[src/rtl/btb_update_ctrl_if.sv]
// Execute-stage <-> BTB resolver bus.
//
// Carries the resolved branch coming out of execute, the prediction captured at fetch, and the
// resolver's registered responses: the BTB write port, the fetch redirect and the flush request.
//
//   master : execute pipeline side (drives ex_*, consumes btb/redirect/flush)
//   slave  : btb_update_ctrl
//
//   ex_valid, ex_is_branch   execute holds a valid branch/jump
//   ex_pc                    PC of the execute-stage instruction
//   ex_actual_taken/target   resolved outcome (taken=1 for JAL/JALR)
//   ex_pred_taken/target     BTB prediction made at fetch for this instruction
//   btb_load                 BTB write enable (one-cycle pulse)
//   ex_branch_pc             tag written to the BTB
//   branch_target            target written to the BTB
//   redirect_valid           one-cycle pulse: fetch loads redirect_pc
//   redirect_pc              corrected fetch address
//   flush                    squash younger wrong-path instructions
interface btb_update_ctrl_if;
  logic        ex_valid;
  logic        ex_is_branch;
  logic [31:0] ex_pc;
  logic        ex_actual_taken;
  logic [31:0] ex_actual_target;
  logic        ex_pred_taken;
  logic [31:0] ex_pred_target;

  logic        btb_load;
  logic [31:0] ex_branch_pc;
  logic [31:0] branch_target;
  logic        redirect_valid;
  logic [31:0] redirect_pc;
  logic        flush;

  modport master (
    output ex_valid, ex_is_branch, ex_pc, ex_actual_taken, ex_actual_target,
           ex_pred_taken, ex_pred_target,
    input  btb_load, ex_branch_pc, branch_target, redirect_valid, redirect_pc, flush
  );

  modport slave (
    input  ex_valid, ex_is_branch, ex_pc, ex_actual_taken, ex_actual_target,
           ex_pred_taken, ex_pred_target,
    output btb_load, ex_branch_pc, branch_target, redirect_valid, redirect_pc, flush
  );
endinterface

[src/rtl/btb_update_ctrl.sv]
// Execute-stage resolver for BTB predictions.
//
// Compares the fetch-time BTB prediction carried down the pipe with the resolved outcome,
// writes taken branches whose target the BTB did not supply correctly, redirects fetch on any
// mispredict and then holds flush for FLUSH_CYCLES cycles while wrong-path instructions drain.
// Saturating counters track resolved branches and mispredictions.
//
// Ports:
//   clk, rst_n         clock (rising edge) and asynchronous active-low reset
//   bus (slave)        execute inputs, BTB write port, redirect and flush outputs
//   branch_count       resolved branches (saturating)
//   mispredict_count   mispredicted branches (saturating)
//
// All outputs are registered: an event sampled at edge T appears in the cycle after T.
module btb_update_ctrl #(
  parameter int unsigned FLUSH_CYCLES = 2,  // 1..7
  parameter int unsigned CNT_WIDTH    = 32
) (
  input  logic                 clk,
  input  logic                 rst_n,
  btb_update_ctrl_if.slave     bus,
  output logic [CNT_WIDTH-1:0] branch_count,
  output logic [CNT_WIDTH-1:0] mispredict_count
);

  localparam int unsigned FlushCntW = 3;
  localparam logic [FlushCntW-1:0] FlushLoad = FlushCntW'(FLUSH_CYCLES - 1);
  localparam logic [CNT_WIDTH-1:0] CntMax    = {CNT_WIDTH{1'b1}};

  typedef enum logic [0:0] {
    StIdle,
    StFlush
  } state_e;

  state_e               state_q, state_d;
  logic [FlushCntW-1:0] flush_cnt_q, flush_cnt_d;
  logic                 flush_q, flush_d;

  logic                 btb_load_q, btb_load_d;
  logic [31:0]          ex_branch_pc_q, ex_branch_pc_d;
  logic [31:0]          branch_target_q, branch_target_d;
  logic                 redirect_valid_q, redirect_valid_d;
  logic [31:0]          redirect_pc_q, redirect_pc_d;

  logic [CNT_WIDTH-1:0] branch_count_q, branch_count_d;
  logic [CNT_WIDTH-1:0] mispredict_count_q, mispredict_count_d;

  // ---------------------------------------------------------------------------------------------
  // Event decode
  // ---------------------------------------------------------------------------------------------
  logic resolve;
  logic target_miss;
  logic mispredict;
  logic update;
  logic [31:0] fallthrough_pc;

  // Anything arriving while flushing is on the wrong path and must not resolve.
  assign resolve     = bus.ex_valid & bus.ex_is_branch & (state_q == StIdle);
  assign target_miss = (bus.ex_pred_target != bus.ex_actual_target);

  assign mispredict  = resolve &
                       ((bus.ex_pred_taken != bus.ex_actual_taken) |
                        (bus.ex_pred_taken & bus.ex_actual_taken & target_miss));

  // The BTB holds only taken entries: a predicted-taken branch that falls through redirects
  // but leaves the stale entry alone.
  assign update      = resolve & bus.ex_actual_taken & (~bus.ex_pred_taken | target_miss);

  assign fallthrough_pc = bus.ex_pc + 32'd4;  // wraps mod 2^32

  // ---------------------------------------------------------------------------------------------
  // Flush FSM
  // ---------------------------------------------------------------------------------------------
  always_comb begin
    state_d     = state_q;
    flush_cnt_d = flush_cnt_q;
    flush_d     = 1'b0;

    unique case (state_q)
      StIdle: begin
        if (mispredict) begin
          state_d     = StFlush;
          flush_cnt_d = FlushLoad;
          flush_d     = 1'b1;
        end
      end
      StFlush: begin
        if (flush_cnt_q == '0) begin
          state_d = StIdle;
        end else begin
          flush_cnt_d = flush_cnt_q - 1'b1;
          flush_d     = 1'b1;
        end
      end
      default: begin
        state_d     = StIdle;
        flush_cnt_d = '0;
      end
    endcase
  end

  // ---------------------------------------------------------------------------------------------
  // BTB write port, redirect and statistics next-state
  // ---------------------------------------------------------------------------------------------
  always_comb begin
    btb_load_d         = update;
    ex_branch_pc_d     = ex_branch_pc_q;
    branch_target_d    = branch_target_q;
    redirect_valid_d   = mispredict;
    redirect_pc_d      = redirect_pc_q;
    branch_count_d     = branch_count_q;
    mispredict_count_d = mispredict_count_q;

    // Write data is held between loads so the BTB port stays quiet when idle.
    if (update) begin
      ex_branch_pc_d  = bus.ex_pc;
      branch_target_d = bus.ex_actual_target;
    end

    if (mispredict) begin
      redirect_pc_d = bus.ex_actual_taken ? bus.ex_actual_target : fallthrough_pc;
    end

    if (resolve && (branch_count_q != CntMax)) begin
      branch_count_d = branch_count_q + CNT_WIDTH'(1);
    end

    if (mispredict && (mispredict_count_q != CntMax)) begin
      mispredict_count_d = mispredict_count_q + CNT_WIDTH'(1);
    end
  end

  // ---------------------------------------------------------------------------------------------
  // State
  // ---------------------------------------------------------------------------------------------
  always_ff @(posedge clk or negedge rst_n) begin
    if (!rst_n) begin
      state_q            <= StIdle;
      flush_cnt_q        <= '0;
      flush_q            <= 1'b0;
      btb_load_q         <= 1'b0;
      ex_branch_pc_q     <= '0;
      branch_target_q    <= '0;
      redirect_valid_q   <= 1'b0;
      redirect_pc_q      <= '0;
      branch_count_q     <= '0;
      mispredict_count_q <= '0;
    end else begin
      state_q            <= state_d;
      flush_cnt_q        <= flush_cnt_d;
      flush_q            <= flush_d;
      btb_load_q         <= btb_load_d;
      ex_branch_pc_q     <= ex_branch_pc_d;
      branch_target_q    <= branch_target_d;
      redirect_valid_q   <= redirect_valid_d;
      redirect_pc_q      <= redirect_pc_d;
      branch_count_q     <= branch_count_d;
      mispredict_count_q <= mispredict_count_d;
    end
  end

  // ---------------------------------------------------------------------------------------------
  // Outputs
  // ---------------------------------------------------------------------------------------------
  assign bus.btb_load       = btb_load_q;
  assign bus.ex_branch_pc   = ex_branch_pc_q;
  assign bus.branch_target  = branch_target_q;
  assign bus.redirect_valid = redirect_valid_q;
  assign bus.redirect_pc    = redirect_pc_q;
  assign bus.flush          = flush_q;

  assign branch_count       = branch_count_q;
  assign mispredict_count   = mispredict_count_q;

endmodule

[src/flat_wrapper.sv]
// flat-port wrapper written by rule: the top's interface ports become plain ports
module btb_update_ctrl_flat 
#(
  parameter int unsigned FLUSH_CYCLES = 2,         
  parameter int unsigned CNT_WIDTH    = 32
)
  (clk, rst_n, branch_count, mispredict_count, bus_ex_valid, bus_ex_is_branch, bus_ex_pc, bus_ex_actual_taken, bus_ex_actual_target, bus_ex_pred_taken, bus_ex_pred_target, bus_btb_load, bus_ex_branch_pc, bus_branch_target, bus_redirect_valid, bus_redirect_pc, bus_flush);
  btb_update_ctrl_if bus_i ();
  input  logic clk;
  input  logic rst_n;
  output logic [CNT_WIDTH-1:0] branch_count;
  output logic [CNT_WIDTH-1:0] mispredict_count;
  input wire logic [$bits(bus_i.ex_valid)-1:0] bus_ex_valid;
  input wire logic [$bits(bus_i.ex_is_branch)-1:0] bus_ex_is_branch;
  input wire logic [$bits(bus_i.ex_pc)-1:0] bus_ex_pc;
  input wire logic [$bits(bus_i.ex_actual_taken)-1:0] bus_ex_actual_taken;
  input wire logic [$bits(bus_i.ex_actual_target)-1:0] bus_ex_actual_target;
  input wire logic [$bits(bus_i.ex_pred_taken)-1:0] bus_ex_pred_taken;
  input wire logic [$bits(bus_i.ex_pred_target)-1:0] bus_ex_pred_target;
  output wire logic [$bits(bus_i.btb_load)-1:0] bus_btb_load;
  output wire logic [$bits(bus_i.ex_branch_pc)-1:0] bus_ex_branch_pc;
  output wire logic [$bits(bus_i.branch_target)-1:0] bus_branch_target;
  output wire logic [$bits(bus_i.redirect_valid)-1:0] bus_redirect_valid;
  output wire logic [$bits(bus_i.redirect_pc)-1:0] bus_redirect_pc;
  output wire logic [$bits(bus_i.flush)-1:0] bus_flush;
  assign bus_i.ex_valid = bus_ex_valid;
  assign bus_i.ex_is_branch = bus_ex_is_branch;
  assign bus_i.ex_pc = bus_ex_pc;
  assign bus_i.ex_actual_taken = bus_ex_actual_taken;
  assign bus_i.ex_actual_target = bus_ex_actual_target;
  assign bus_i.ex_pred_taken = bus_ex_pred_taken;
  assign bus_i.ex_pred_target = bus_ex_pred_target;
  assign bus_btb_load = bus_i.btb_load;
  assign bus_ex_branch_pc = bus_i.ex_branch_pc;
  assign bus_branch_target = bus_i.branch_target;
  assign bus_redirect_valid = bus_i.redirect_valid;
  assign bus_redirect_pc = bus_i.redirect_pc;
  assign bus_flush = bus_i.flush;
  btb_update_ctrl #(.FLUSH_CYCLES(FLUSH_CYCLES), .CNT_WIDTH(CNT_WIDTH)) u_core (.clk(clk), .rst_n(rst_n), .bus(bus_i), .branch_count(branch_count), .mispredict_count(mispredict_count));
endmodule
[config.mk]
export PLATFORM = sky130hd
export DESIGN_NAME = btb_update_ctrl_flat
export DESIGN_NICKNAME = d
export VERILOG_FILES = /design/src/rtl/btb_update_ctrl_if.sv /design/src/rtl/btb_update_ctrl.sv /design/src/flat_wrapper.sv
export SDC_FILE = /design/constraint.sdc
export NUM_CORES = 1
export LEC_CHECK = 0
export CAP_MARGIN = 20
export CORE_AREA = 3 3 175 109
export CTS_CLUSTER_DIAMETER = 80
export DETAILED_ROUTE_END_ITERATION = 8
export DIE_AREA = 0 0 178 112
export PLACE_DENSITY = 0.83
export SETUP_SLACK_MARGIN = 0.2
export SLEW_MARGIN = 30
export SYNTH_ARGS = -nofsm -noshare
export SYNTH_HDL_FRONTEND = slang
export SYNTH_SLANG_ARGS = --single-unit
[constraint.sdc]
create_clock -name clk -period 2.7 [get_ports clk]
set_input_delay 0.675 -clock clk [delete_from_list [all_inputs] [get_ports clk]]
set_output_delay 0.675 -clock clk [all_outputs]
set_load 0.02 [all_outputs]
==> reports/metrics.csv <==
metric,value,unit
outcome,"finished, final reports clean",
hold_path.class,input pin to asynchronous set/reset pin,
cts_tree,built,
seqPwrFrac,35.9,%
p_switching,3.68,mW
tightestPinTransition,0.737,ns
syn_nets,826,
synthesis.instances,718,
synthArstFlopShare,100,%
hold_ws,0.188,ns
end_kind,flip-flop,
wire_per_inst,19.5,microns
totalWireLength,25600,microns
worstPathArrival,2.74,ns
final_antenna_net_count,0,
max_cap_violations,0,
skew,0.0133,ns
worstSkewPairLatency,0.42,ns
final_cell_mix,"208 x clkdlybuf4s50_1, 166 x dfrtp_1, 76 x buf_4, 68 x mux2_2, 62 x nand2_1",
cts_num_sinks,166,
grt_max_degree,62,
reg2reg_slack,0.38,ns
drive_above_1_share,23.9,%
grt_pass1_wl,39800,microns
htreeDepth,4,
maxSlewViolCount,0,
ys_types,42,
synthFlopType,dfrtp_1,
post-route-period-util,90.3,%
worst_r2r_endpoint,u_core.mispredict_count[25],
p_leak,5.41,nW
synth_warnings,0,
grt_pass1_vias,7114,
rows,38,
nets,1171,
rsz0062_at_grt,no,
p_int,6.85,mW
area_growth,54.9,%
multi_input_area,3920,sq um
post-dp-hpwl,19800,microns
r2r_cells,8,
synth_edf_count,0,
fmax,0.410,GHz
vias,6847,
swShare,34.9,%
dieArea,19900,sq um
grt.total_usage,26.2,%
pwr-share-clk,23.3,%
fin_crit,2.44,ns
crit_type,input pin to flip-flop,
drcViolationCount,0,
cp-start-kind,input pin,
antenna_found_initial,1,
ctsRootBufferMaster,clkbuf_16,
worst_ep_required_time,3.00,ns
vias_per_cell,5.21,
fp.dieH,112,microns
overflow,0,
clock_path_buffers,2,
syn-cell-area,8000,sq um
total_power,10.5,mW
first_iter_violations,573,
seq_area_frac_synth,51.9,%
dieWidth,178,microns
io_pins,265,
fillers,1290,
powerDensity,850,nW/um^2
synth-seq-cells,166,
crit_fanout,7,
place.gp.congestion,0.929,
r2r-start,u_core.mispredict_count[9],
core_area,17700,sq um
port_buffers,264,
synth.avg_cell_area,11.1,sq um
dp_cells,1277,
ff_latch_area,4150,sq um
setup_violations,0,
peakVddDrop,0.552,mV
stdcell_count,1315,
combPwrFrac,40.7,%
hold_viol_final,0,
numCtsBuffers,17,
dr.pass1.iters,6,
relSlewSlack,50.5,%
mostFrequentLayoutCell,clkdlybuf4s50_1,
clkSlewWorstSetupHoldPaths,0.07,ns
initial_utilization,45.1,%
Yosys cell counts, types with 2 or more instances:
| cell | count | area (sq um) |
|---|---|---|
| mux2_2 | 69 | 777 |
| o21ai_0 | 41 | 205 |
| nor4_1 | 10 | 62.6 |
| nor4_2 | 5 | 62.6 |
| and2_1 | 3 | 18.8 |
| clkbuf_1 | 13 | 48.8 |
| mux2i_1 | 6 | 60.1 |
| and3_1 | 16 | 100 |
| ha_1 | 6 | 75.1 |
| nand2_1 | 63 | 236 |
| a21oi_1 | 17 | 85.1 |
| nand3_1 | 35 | 175 |
| dfrtp_1 | 166 | 4150 |
| nor2b_1 | 3 | 18.8 |
| nor2_1 | 51 | 191 |
| nand4_1 | 34 | 213 |
| a31oi_1 | 4 | 25.0 |
| xor2_1 | 58 | 508 |
| buf_1 | 2 | 7.51 |
| nor3_1 | 4 | 20.0 |
| nand4_4 | 2 | 42.5 |
| nor4_4 | 2 | 42.5 |
| xnor2_1 | 61 | 534 |
| nor3_2 | 2 | 20.0 |
| and4_1 | 6 | 52.6 |
| inv_1 | 11 | 41.3 |
| buf_2 | 12 | 60.1 |
| nand2b_1 | 2 | 12.5 |
how the worst max path moves through the flow:
| stage | startpoint | end | slack [ns] | cells after the start |
|---|---|---|---|---|
| final | bus_ex_actual_target[21] | u_core.bus.redirect_pc[26] | 0.26 | 10 |
| after global routing | bus_ex_pred_target[0] | u_core.bus.redirect_pc[26] | 0.17 | 10 |
| after CTS | bus_ex_actual_target[6] | u_core.mispredict_count[21] | 0.20 | 12 |
| after detailed placement | bus_ex_actual_target[6] | u_core.bus.redirect_pc[25] | -0.62 | 10 |
| after global placement | bus_ex_actual_target[6] | u_core.bus.redirect_pc[26] | -0.58 | 10 |
| after floorplan | bus_ex_pc[2] | u_core.bus.redirect_pc[26] | 0.38 | 8 |
critical path, cell delays in order:
cell and delay (ns):
dlygate4sd2_1 0.26, xor2_2 0.16, nor4_4 0.32, nand4_1 0.25, nor2_1 0.19, o21a_2 0.19, clkinvlp_4 0.10, buf_6 0.15
buf_12 0.14, mux2_4 0.29
power by group through the flow:
stage	registers (mW)	logic, mW	clock network [mW]
2_1_floorplan	4.73	0.943	0
3_3_place_gp	3.78	4.17	0
3_5_place_dp	3.82	4.23	0
4_1_cts	3.78	4.31	2.48
5_1_grt	3.88	4.56	2.61
6_report	3.78	4.29	2.46
kinds of logic after synthesis:
logic type / share of synthesized area (%)
fa+ha+maj: 0.938
buf+inv: 1.97
flops: 51.9
compound gates: 4.67
simple gates: 17.0
xor+xnor: 13.0
mux: 10.5
metal layers:
layer | vias to the layer above | part of all wire (%) | track usage (%)
met4 | 0 | 1.3 | 7.27
met5 | - | 0 | 0
met1 | 3372 | 45 | 36.8
met2 | 253 | 46 | 39.3
li1 | 3197 | - | -
met3 | 25 | 8.2 | 8.01
registers in the layout (all words and copies together) (netlist names):
name and count:
u_core.flush_cnt_q 3, u_core.state_q 1, u_core.bus.branch_target 32, u_core.bus.redirect_valid 1
u_core.bus.btb_load 1, u_core.branch_count 32, u_core.bus.redirect_pc 32, u_core.mispredict_count 32
u_core.bus.ex_branch_pc 32
final cells by class:
class	count	share of cell area (%)
Antenna cell	1	0.0202
Clock buffer	18	3.54
Clock inverter	12	1.19
Inverter	11	0.363
Multi-Input combinational cell	514	31.6
Sequential cell	166	33.5
Tap cell	240	2.42
Timing Repair Buffer	353	27.3
stage by stage:
step / util, % / worst slack (ns) / cell area [sq um] / TNS, ns
5_1_grt: 69.9 / 0.168 / 12400 / 0
6_report: 69.9 / 0.263 / 12400 / 0
3_3_place_gp: 65.0 / -0.585 / 11500 / -62.63
3_5_place_dp: 65.0 / -0.623 / 11500 / -66.08
4_1_cts: 69.3 / 0.201 / 12300 / 0
2_1_floorplan: - / 0.375 / 8000 / 0
repair_timing:
action | in CTS | in global routing
setup endpoints to repair | 133 | 70
pin swaps | 12 | 25
gates cloned | 2 | 0
resized for setup | 69 | 80
hold buffers | 0 | 0
setup buffers | 5 | 0
Note: power is estimated with default switching activity, not from simulation.
